$ cat config.mk
export PLATFORM = sky130hd
export DESIGN_NAME = mc_core_flat
export DESIGN_NICKNAME = d
export VERILOG_FILES = /design/src/rtl/mc_core_if.sv /design/src/rtl/mc_core.sv /design/src/flat_wrapper.sv
export SDC_FILE = /design/constraint.sdc
export NUM_CORES = 2
export LEC_CHECK = 0
export BUFFER_PORTS_ARGS = -buffer_cell sky130_fd_sc_hd__buf_4
export CAP_MARGIN = 0
export CORE_MARGIN = 5
export CORE_UTILIZATION = 39
export DETAILED_ROUTE_END_ITERATION = 16
export SLEW_MARGIN = 0
export SYNTH_ARGS = -nofsm -noshare
export SYNTH_HDL_FRONTEND = slang
export SYNTH_SLANG_ARGS = --single-unit
export TNS_END_PERCENT = 5
$ cat constraint.sdc
create_clock -name clk -period 13.3 [get_ports clk]
set_clock_uncertainty 0.15 [all_clocks]
set_input_delay 3.99 -clock clk [delete_from_list [all_inputs] [get_ports clk]]
set_output_delay 3.99 -clock clk [all_outputs]
set_load 0.02 [all_outputs]
$ cat src/rtl/mc_core_if.sv
// mc_core_if: run-control, instruction-fetch and debug signals of mc_core; master = core side, slave = environment side
interface mc_core_if #(
  parameter int W = 8,
  parameter int D = 10
);
  logic         start;
  logic [D-1:0] imem_addr;
  logic [8:0]   imem_data;
  logic [2:0]   dbg_addr;
  logic [W-1:0] dbg_data;
  logic [15:0]  retired;
  logic         done;
  modport master (
    input  start, imem_data, dbg_addr,
    output imem_addr, dbg_data, retired, done
  );
  modport slave (
    output start, imem_data, dbg_addr,
    input  imem_addr, dbg_data, retired, done
  );
endinterface

$ cat src/rtl/mc_core.sv
// mc_core: multi-cycle 9-bit-ISA core with start/done FSM; ports clk, reset, bus (start, imem_addr/imem_data, dbg_addr/dbg_data, retired, done)
module mc_core #(
  parameter int W        = 8,
  parameter int D        = 10,
  parameter int DM_DEPTH = 256,
  parameter int START_PC = 0
) (
  input logic       clk,
  input logic       reset,
  mc_core_if.master bus
);
  localparam int AW = $clog2(DM_DEPTH);
  typedef enum logic [2:0] {IDLE, FETCH, EXEC, MEM, HALT} stateT;
  stateT        state;
  logic [D-1:0] pc;
  logic [8:0]   ir;
  logic [W-1:0] regs [8];
  logic [W-1:0] dm [DM_DEPTH];
  logic [15:0]  retiredCnt;
  logic         doneR;
  logic [2:0]   op, ra, rb;
  logic [W-1:0] raVal, rbVal, aluRes;
  logic [AW-1:0] memAddr;
  logic [D-1:0] pcInc, pcExec;
  logic         isHalt, isMem, writesReg;
  assign op        = ir[8:6];
  assign ra        = ir[5:3];
  assign rb        = ir[2:0];
  assign raVal     = regs[ra];
  assign rbVal     = regs[rb];
  assign memAddr   = AW'(rbVal);
  assign pcInc     = pc + D'(1);
  assign isHalt    = op == 3'd7 && ir[5:0] == 6'd0;
  assign isMem     = op == 3'd5 || op == 3'd6;
  assign writesReg = op == 3'd0 || op == 3'd2 || op == 3'd3 || op == 3'd4;
  always_comb begin
    aluRes = op == 3'd0 ? raVal ^ rbVal
           : op == 3'd2 ? raVal + W'($signed(ir[2:0]))
           : op == 3'd3 ? raVal & W'(ir[2:0])
           : raVal << ir[2:0];
    pcExec = op == 3'd1 ? (raVal == '0 ? pc + D'($signed(ir[2:0])) : pcInc)
           : op == 3'd7 ? pc + D'($signed(ir[5:0]))
           : pcInc;
  end
  always_ff @(posedge clk) begin
    if (reset) begin
      state      <= IDLE;
      pc         <= D'(START_PC);
      ir         <= '0;
      retiredCnt <= '0;
      doneR      <= 1'b0;
      for (int i = 0; i < 8; i++) regs[i] <= '0;
      for (int i = 0; i < DM_DEPTH; i++) dm[i] <= '0;
    end else begin
      case (state)
        IDLE, HALT: if (bus.start) begin
          state      <= FETCH;
          pc         <= D'(START_PC);
          retiredCnt <= '0;
          doneR      <= 1'b0;
        end
        FETCH: begin
          ir    <= bus.imem_data;
          state <= EXEC;
        end
        EXEC: if (isHalt) begin
          state <= HALT;
          doneR <= 1'b1;
        end else if (isMem) begin
          state <= MEM;
        end else begin
          if (writesReg) regs[ra] <= aluRes;
          pc         <= pcExec;
          retiredCnt <= retiredCnt + 16'd1;
          state      <= FETCH;
        end
        MEM: begin
          if (op == 3'd6) dm[memAddr] <= raVal;
          else regs[ra] <= dm[memAddr];
          pc         <= pcInc;
          retiredCnt <= retiredCnt + 16'd1;
          state      <= FETCH;
        end
        default: state <= IDLE;
      endcase
    end
  end
  assign bus.imem_addr = pc;
  assign bus.dbg_data  = regs[bus.dbg_addr];
  assign bus.retired   = retiredCnt;
  assign bus.done      = doneR;
endmodule

$ cat src/flat_wrapper.sv
// flat-port wrapper written by rule: the top's interface ports become plain ports
module mc_core_flat 
#(
  parameter int W        = 8,
  parameter int D        = 10,
  parameter int DM_DEPTH = 256,
  parameter int START_PC = 0
)
  (clk, reset, bus_start, bus_imem_data, bus_dbg_addr, bus_imem_addr, bus_dbg_data, bus_retired, bus_done);
  mc_core_if #(.W(W), .D(D)) bus_i ();
  input logic clk;
  input logic reset;
  input wire logic [$bits(bus_i.start)-1:0] bus_start;
  input wire logic [$bits(bus_i.imem_data)-1:0] bus_imem_data;
  input wire logic [$bits(bus_i.dbg_addr)-1:0] bus_dbg_addr;
  output wire logic [$bits(bus_i.imem_addr)-1:0] bus_imem_addr;
  output wire logic [$bits(bus_i.dbg_data)-1:0] bus_dbg_data;
  output wire logic [$bits(bus_i.retired)-1:0] bus_retired;
  output wire logic [$bits(bus_i.done)-1:0] bus_done;
  assign bus_i.start = bus_start;
  assign bus_i.imem_data = bus_imem_data;
  assign bus_i.dbg_addr = bus_dbg_addr;
  assign bus_imem_addr = bus_i.imem_addr;
  assign bus_dbg_data = bus_i.dbg_data;
  assign bus_retired = bus_i.retired;
  assign bus_done = bus_i.done;
  mc_core #(.W(W), .D(D), .DM_DEPTH(DM_DEPTH), .START_PC(START_PC)) u_core (.clk(clk), .reset(reset), .bus(bus_i));
endmodule
Word level (Yosys, flattened, before mapping)

Memory sizes are Yosys's and may differ from the RTL's. A register that Yosys moved wholly into a read port is not among the register bits.
Cells that the tools add are included.

Output and inout port bits: 35
Latch bits: 0
Bits in writable memories: 2112
Bits in read-only memories: 0
Memories kept: 2
Register bits after elaboration: 39
Input bits: 15
Word-level logic and storage cells: 95

Bitwise operators: 3
Multiplexer cells: 48
$mul: 0
Magnitude comparators: 0
Shift-type cells: 1
Equal/unequal tests: 15
Divide/modulo/power cells: 0
Reductions and logical operators: 16
$add $sub $neg: 5

Memories:

| name        | words | width | read ports | clocked after Yosys merged registers in | wr ports | RTL line      | RTL |
|---|---|---|---|---|---|---|---|
| u_core.dm   | 256   | 8     | 1          | 0                                       | 256      | mc_core.sv:18 | `logic [W-1:0] dm [DM_DEPTH];` |
| u_core.regs | 8     | 8     | 3          | 2                                       | 8        | mc_core.sv:17 | `logic [W-1:0] regs [8];` |

Operators by type and width:

| kind                                                                   | count |
|---|---|
| 10-bit 2-to-1 mux                                                      | 6 |
| 8-bit 2-to-1 mux                                                       | 7 |
| 16-bit 2-to-1 mux                                                      | 3 |
| 16-bit case mux with 3 select lines                                    | 1 |
| 10-bit case mux with 3 select lines                                    | 1 |
| 3-bit 2-to-1 mux                                                       | 7 |
| 10-bit adder                                                           | 2 |
| 1-bit 2-to-1 mux                                                       | 20 |
| 16-bit by 1-bit adder with 16-bit output (second input constant)       | 1 |
| 8-bit OR reduction                                                     | 2 |
| 3-bit equality test (second input constant)                            | 5 |
| 3-bit by 2-bit equality test with 1-bit output (second input constant) | 4 |
| 3-bit case mux with 4 select lines                                     | 1 |
| 10-bit by 1-bit adder with 10-bit output (second input constant)       | 1 |
| 8-bit adder                                                            | 1 |
| 8-bit by 3-bit bitwise AND with 8-bit output                           | 1 |
| 8-bit zero test                                                        | 1 |
| 8-bit by 3-bit left shift with 8-bit output                            | 1 |
| 8-bit XOR                                                              | 1 |
| 3-bit by 1-bit equality test with 1-bit output (second input constant) | 2 |
| 3-bit zero test                                                        | 2 |
| 6-bit zero test                                                        | 1 |
| 2-bit != test (second input constant)                                  | 3 |
| 1-bit logical OR                                                       | 4 |
| other kinds (10)                                                       | 10 |

Depth between registers and ports, before layout

Depth after elaboration: 13
Mapped depth: 18
Mapped depth without buffers: 16

Worst setup path before layout

Ideal clock, no wire load.

Kind: input to output
Start point: in bus_dbg_addr[0]
End point: out bus_dbg_data[2]
Path buffers: 2
Required time: 9.160 ns
Data arrival time: 5.792 ns
Slack: 3.368 ns
Stages: 4
Cell sequence: clkbuf_1 -> buf_1 -> mux4_2 -> mux2_2

Longest elaborated chain between the ends: 1

RTL lines:

| what               | RTL line           | RTL |
|---|---|---|
| start: declaration | flat_wrapper.sv:15 | `input wire logic [$bits(bus_i.dbg_addr)-1:0] bus_dbg_addr;` |
| memory 8 x 8 bit   | n/a                |  |
| end: declaration   | flat_wrapper.sv:17 | `output wire logic [$bits(bus_i.dbg_data)-1:0] bus_dbg_data;` |

Every way passes these cells.

Worst setup path after layout

Start point: in bus_dbg_addr[0]
End point: out bus_dbg_data[7]

Same word-level chain as after synthesis.

==> results_dict.tcl <==
set metrics [dict create \
    yosysTopAreaCell "edfxtp_1" \
    share_comb_of_total_power_pct 13.4 \
    grt_usage_pct 23.3 \
    cpPeakStageDelay_ns 0.59 \
    tns_ns 0 \
    grt_antenna_before_repair 16 \
    place.gp.congestion 0.872 \
    fillCellCount 22958 \
    grt_pass1_vias 65559 \
    synthMuxAreaShare_pct 8.75 \
    ioPinCount 50 \
    syn_avg_cell_area_sq_um 11.9 \
    arrival_ns 5.31 \
    grt_start_max_net_pins 152 \
    start_kind "primary input" \
    syn_inst 8287 \
    drcViolationCount 0 \
    fin_crit_ns 9.45 \
    cts_tree "built" \
    clkPwrFrac_pct 39.0 \
    fmax_ghz 0.106 \
    postCtsHoldBufs 0 \
    portBuffers 49 \
    synth_top_area_share_pct 64.3 \
    area_delta_synth_final_pct 11.1 \
    drive_above_1_share_pct 10.8 \
    cellInternalPower_mw 11.9 \
    timing.critical_path.mode_cell "buf_4" \
    whs_ns 0.351 \
    clockBufferDepth 3 \
    wl_per_cell_um 27.1 \
    crit_buf_inv 2 \
    drt_iter0_drc 9843 \
    detail_route.vias_per_cell 5.93 \
    critPathKind "in -> out" \
    syn_nets 8329 \
    coreArea_sq_mm 0.252 \
    path_delay_family "multiplexers" \
    htree_levels 4 \
    fp.dieH_um 513 \
    critPathSlowestCell "mux4_2" \
    switching_share_pct 27.2 \
    root_buffer "clkbuf_16" \
    die_w_um 513 \
    synth_compound_area_share_pct 4.06 \
    finalCoreUtilization_pct 43.6 \
    grt_pass1_wl_mm 457 \
    async_flop_share_pct 0 \
    synthSimpleGateAreaFrac_pct 18.5 \
    cts_resized 0 \
    synth_edf_count 2112 \
    drt_pass1_iterations 8 \
    wl_mm 315 \
    hp-class "reg -> reg" \
    row_count 184 \
    worst_pin_slew_ns 1.44 \
    synth_area_leaders "edfxtp_1, nor2_1, mux4_2" \
    rsz0062_at_grt "false" \
    critical_path.cell_chain "buf_4 > mux4_2 > mux2_2 > buf_4" \
    status "complete, no violations" \
    synth_area_sq_mm 0.0987 \
    die_area_sq_mm 0.263 \
    dp_slack_ns 3.84 \
    vias 68896 \
    grt_overflow 0 \
    ys_types 80 \
    multiInputGateArea_sq_mm 0.0319 \
    synth_top_family_by_area "simple AND/OR/NAND/NOR gates" \
    cts_buffers 219 \
    cts.sinks 2157 \
    switchingPower_mw 4.44 \
    p_leak_nw 38.2 \
    synth_xor_xnor_area_share_pct 0.382 \
    hold_viol 0 \
    hpwl_mm 189 \
    drv_cap 0 \
    pwr_density_cell_mw_per_mm2 149 \
    post-route-period-util_pct 71.1 \
    cp_max_fo 16 \
    required_ns 9.16 \
    cts_setup_buffers 0 \
    slew_viol_final 0 \
    final-seq-area_sq_mm 0.0643 \
    final_nets 8113 \
    crit_path_end_kind "output pin" \
    start_util_pct 39.2 \
    ys_ff_latch 2157 \
    synthAdderAreaFrac_pct 0.358 \
    synthFlopType "edfxtp_1" \
    p_seq_share_pct 47.5 \
    ir_worst_vdd_mv 0.147 \
    clk_latency_ns 0.88 \
    final_antenna_net_count 0 \
    ys_seq_area_share_pct 65.2 \
    setup_slack_ns 3.85 \
    finalSetupViolCount 0 \
    yosysWarnings 0 \
    path_clk_slew_ns 0.06 \
    maxSlewHeadroom_pct 3.42 \
]
## final timing paths
kind,startpoint,cells past startpoint,slack (ns),to
max reg2reg,flop,11,5.87,u_core.regs[4][2]
max,bus_dbg_addr[0],4,3.85,bus_dbg_data[7]
min reg2reg,u_core.bus.done,2,0.35,u_core.bus.done
min,u_core.bus.done,2,0.35,u_core.bus.done
## layout by cell type, fill, tap and decap left out, types with 21 or more instances in the layout
cell type / Yosys / layout
inv_1: 22 / 22
o21ai_0: 63 / 61
nor3_1: 46 / 42
nand3_1: 457 / 457
and3_1: 81 / 80
edfxtp_1: 2112 / 2112
nand2b_1: 269 / 269
buf_4: 15 / 174
nand2_1: 1189 / 1188
mux4_2: 304 / 301
a311oi_1: 94 / 94
nand4_1: 27 / 27
ha_1: 25 / 25
a211oi_1: 25 / 25
clkbuf_1: 437 / 25
o22ai_1: 21 / 21
a21oi_1: 121 / 119
bufinv_16: 0 / 29
dfxtp_1: 45 / 44
nor2_1: 2214 / 2201
clkbuf_16: 0 / 223
clkinv_2: 0 / 43
clkinv_1: 2 / 58
mux2i_1: 135 / 125
xnor2_1: 23 / 23
a22oi_1: 115 / 115
buf_12: 0 / 21
## power by group through the flow
stage | logic [mW] | clock network, mW | registers (mW)
after global placement | 2.13 | 0 | 7.88
final | 2.19 | 6.37 | 7.75
after floorplan | 1.30 | 0 | 7.85
after global routing | 2.27 | 6.69 | 7.77
after CTS | 2.15 | 6.41 | 7.75
after detailed placement | 2.14 | 0 | 7.89
## through the flow
stage,instance area (sq um),total power [mW],std cells
2_1_floorplan,98700,9.15,8287
3_3_place_gp,102000,10.0,11198
3_5_place_dp,102000,10.0,11198
4_1_cts,110000,16.3,11608
5_1_grt,110000,16.7,11609
6_report,110000,16.3,11621
## metal layers
| layer | global-route usage, % | up-vias | wire length (um) |
|---|---|---|---|
| met5 | 0 | - | 10 |
| met4 | 10.5 | 2 | 15200 |
| met3 | 5.26 | 677 | 34800 |
| met2 | 35.3 | 4186 | 141000 |
| met1 | 32.2 | 34777 | 124000 |
| li1 | - | 29254 | - |
## sequential cells by signal, summed over array words and instances, names as in the netlist, named ones only
register / flops
u_core.bus.imem_addr: 10
u_core.dm: 2048
u_core.ir: 9
u_core.regs: 64
u_core.state: 3
u_core.bus.retired: 16
u_core.bus.done: 1
## worst min-delay path, stage by stage, from the launching register on
cell and delay (ns):
dfxtp_1 0.33, a21oi_1 0.06, nor2_1 0.07
## cells in the mapped netlist (27+ instances only)
library cell and count:
clkbuf_1 437, nand3_1 457, nor3_1 46, mux2i_1 135, a22oi_1 115, buf_2 67, a311oi_1 94, a21oi_1 121
nand4_1 27, mux4_2 304, nand2b_1 269, o21ai_0 63, dfxtp_1 45, nand2_1 1189, and3_1 81, nor2_1 2214
edfxtp_1 2112, buf_1 98
## cells by family after synthesis
family / Yosys count
and+or+nand+nor: 4368
muxes: 466
xor gates and xnor gates: 43
AOI/OAI and AO/OA: 569
adders and majority gates: 27
buffers and inverters: 657
DFF: 2157
## area by class of cell
| type | count | share of cell area (%) |
|---|---|---|
| tap | 3348 | 3.82 |
| clock buffer | 249 | 5.19 |
| inverter | 24 | 0.0822 |
| clock inverter | 161 | 1.49 |
| sequential | 2157 | 58.7 |
| multi-input combinational | 5473 | 29.1 |
| antenna | 13 | 0.0297 |
| timing repair buffer | 196 | 1.59 |
Power figures use the tool's default switching activity.
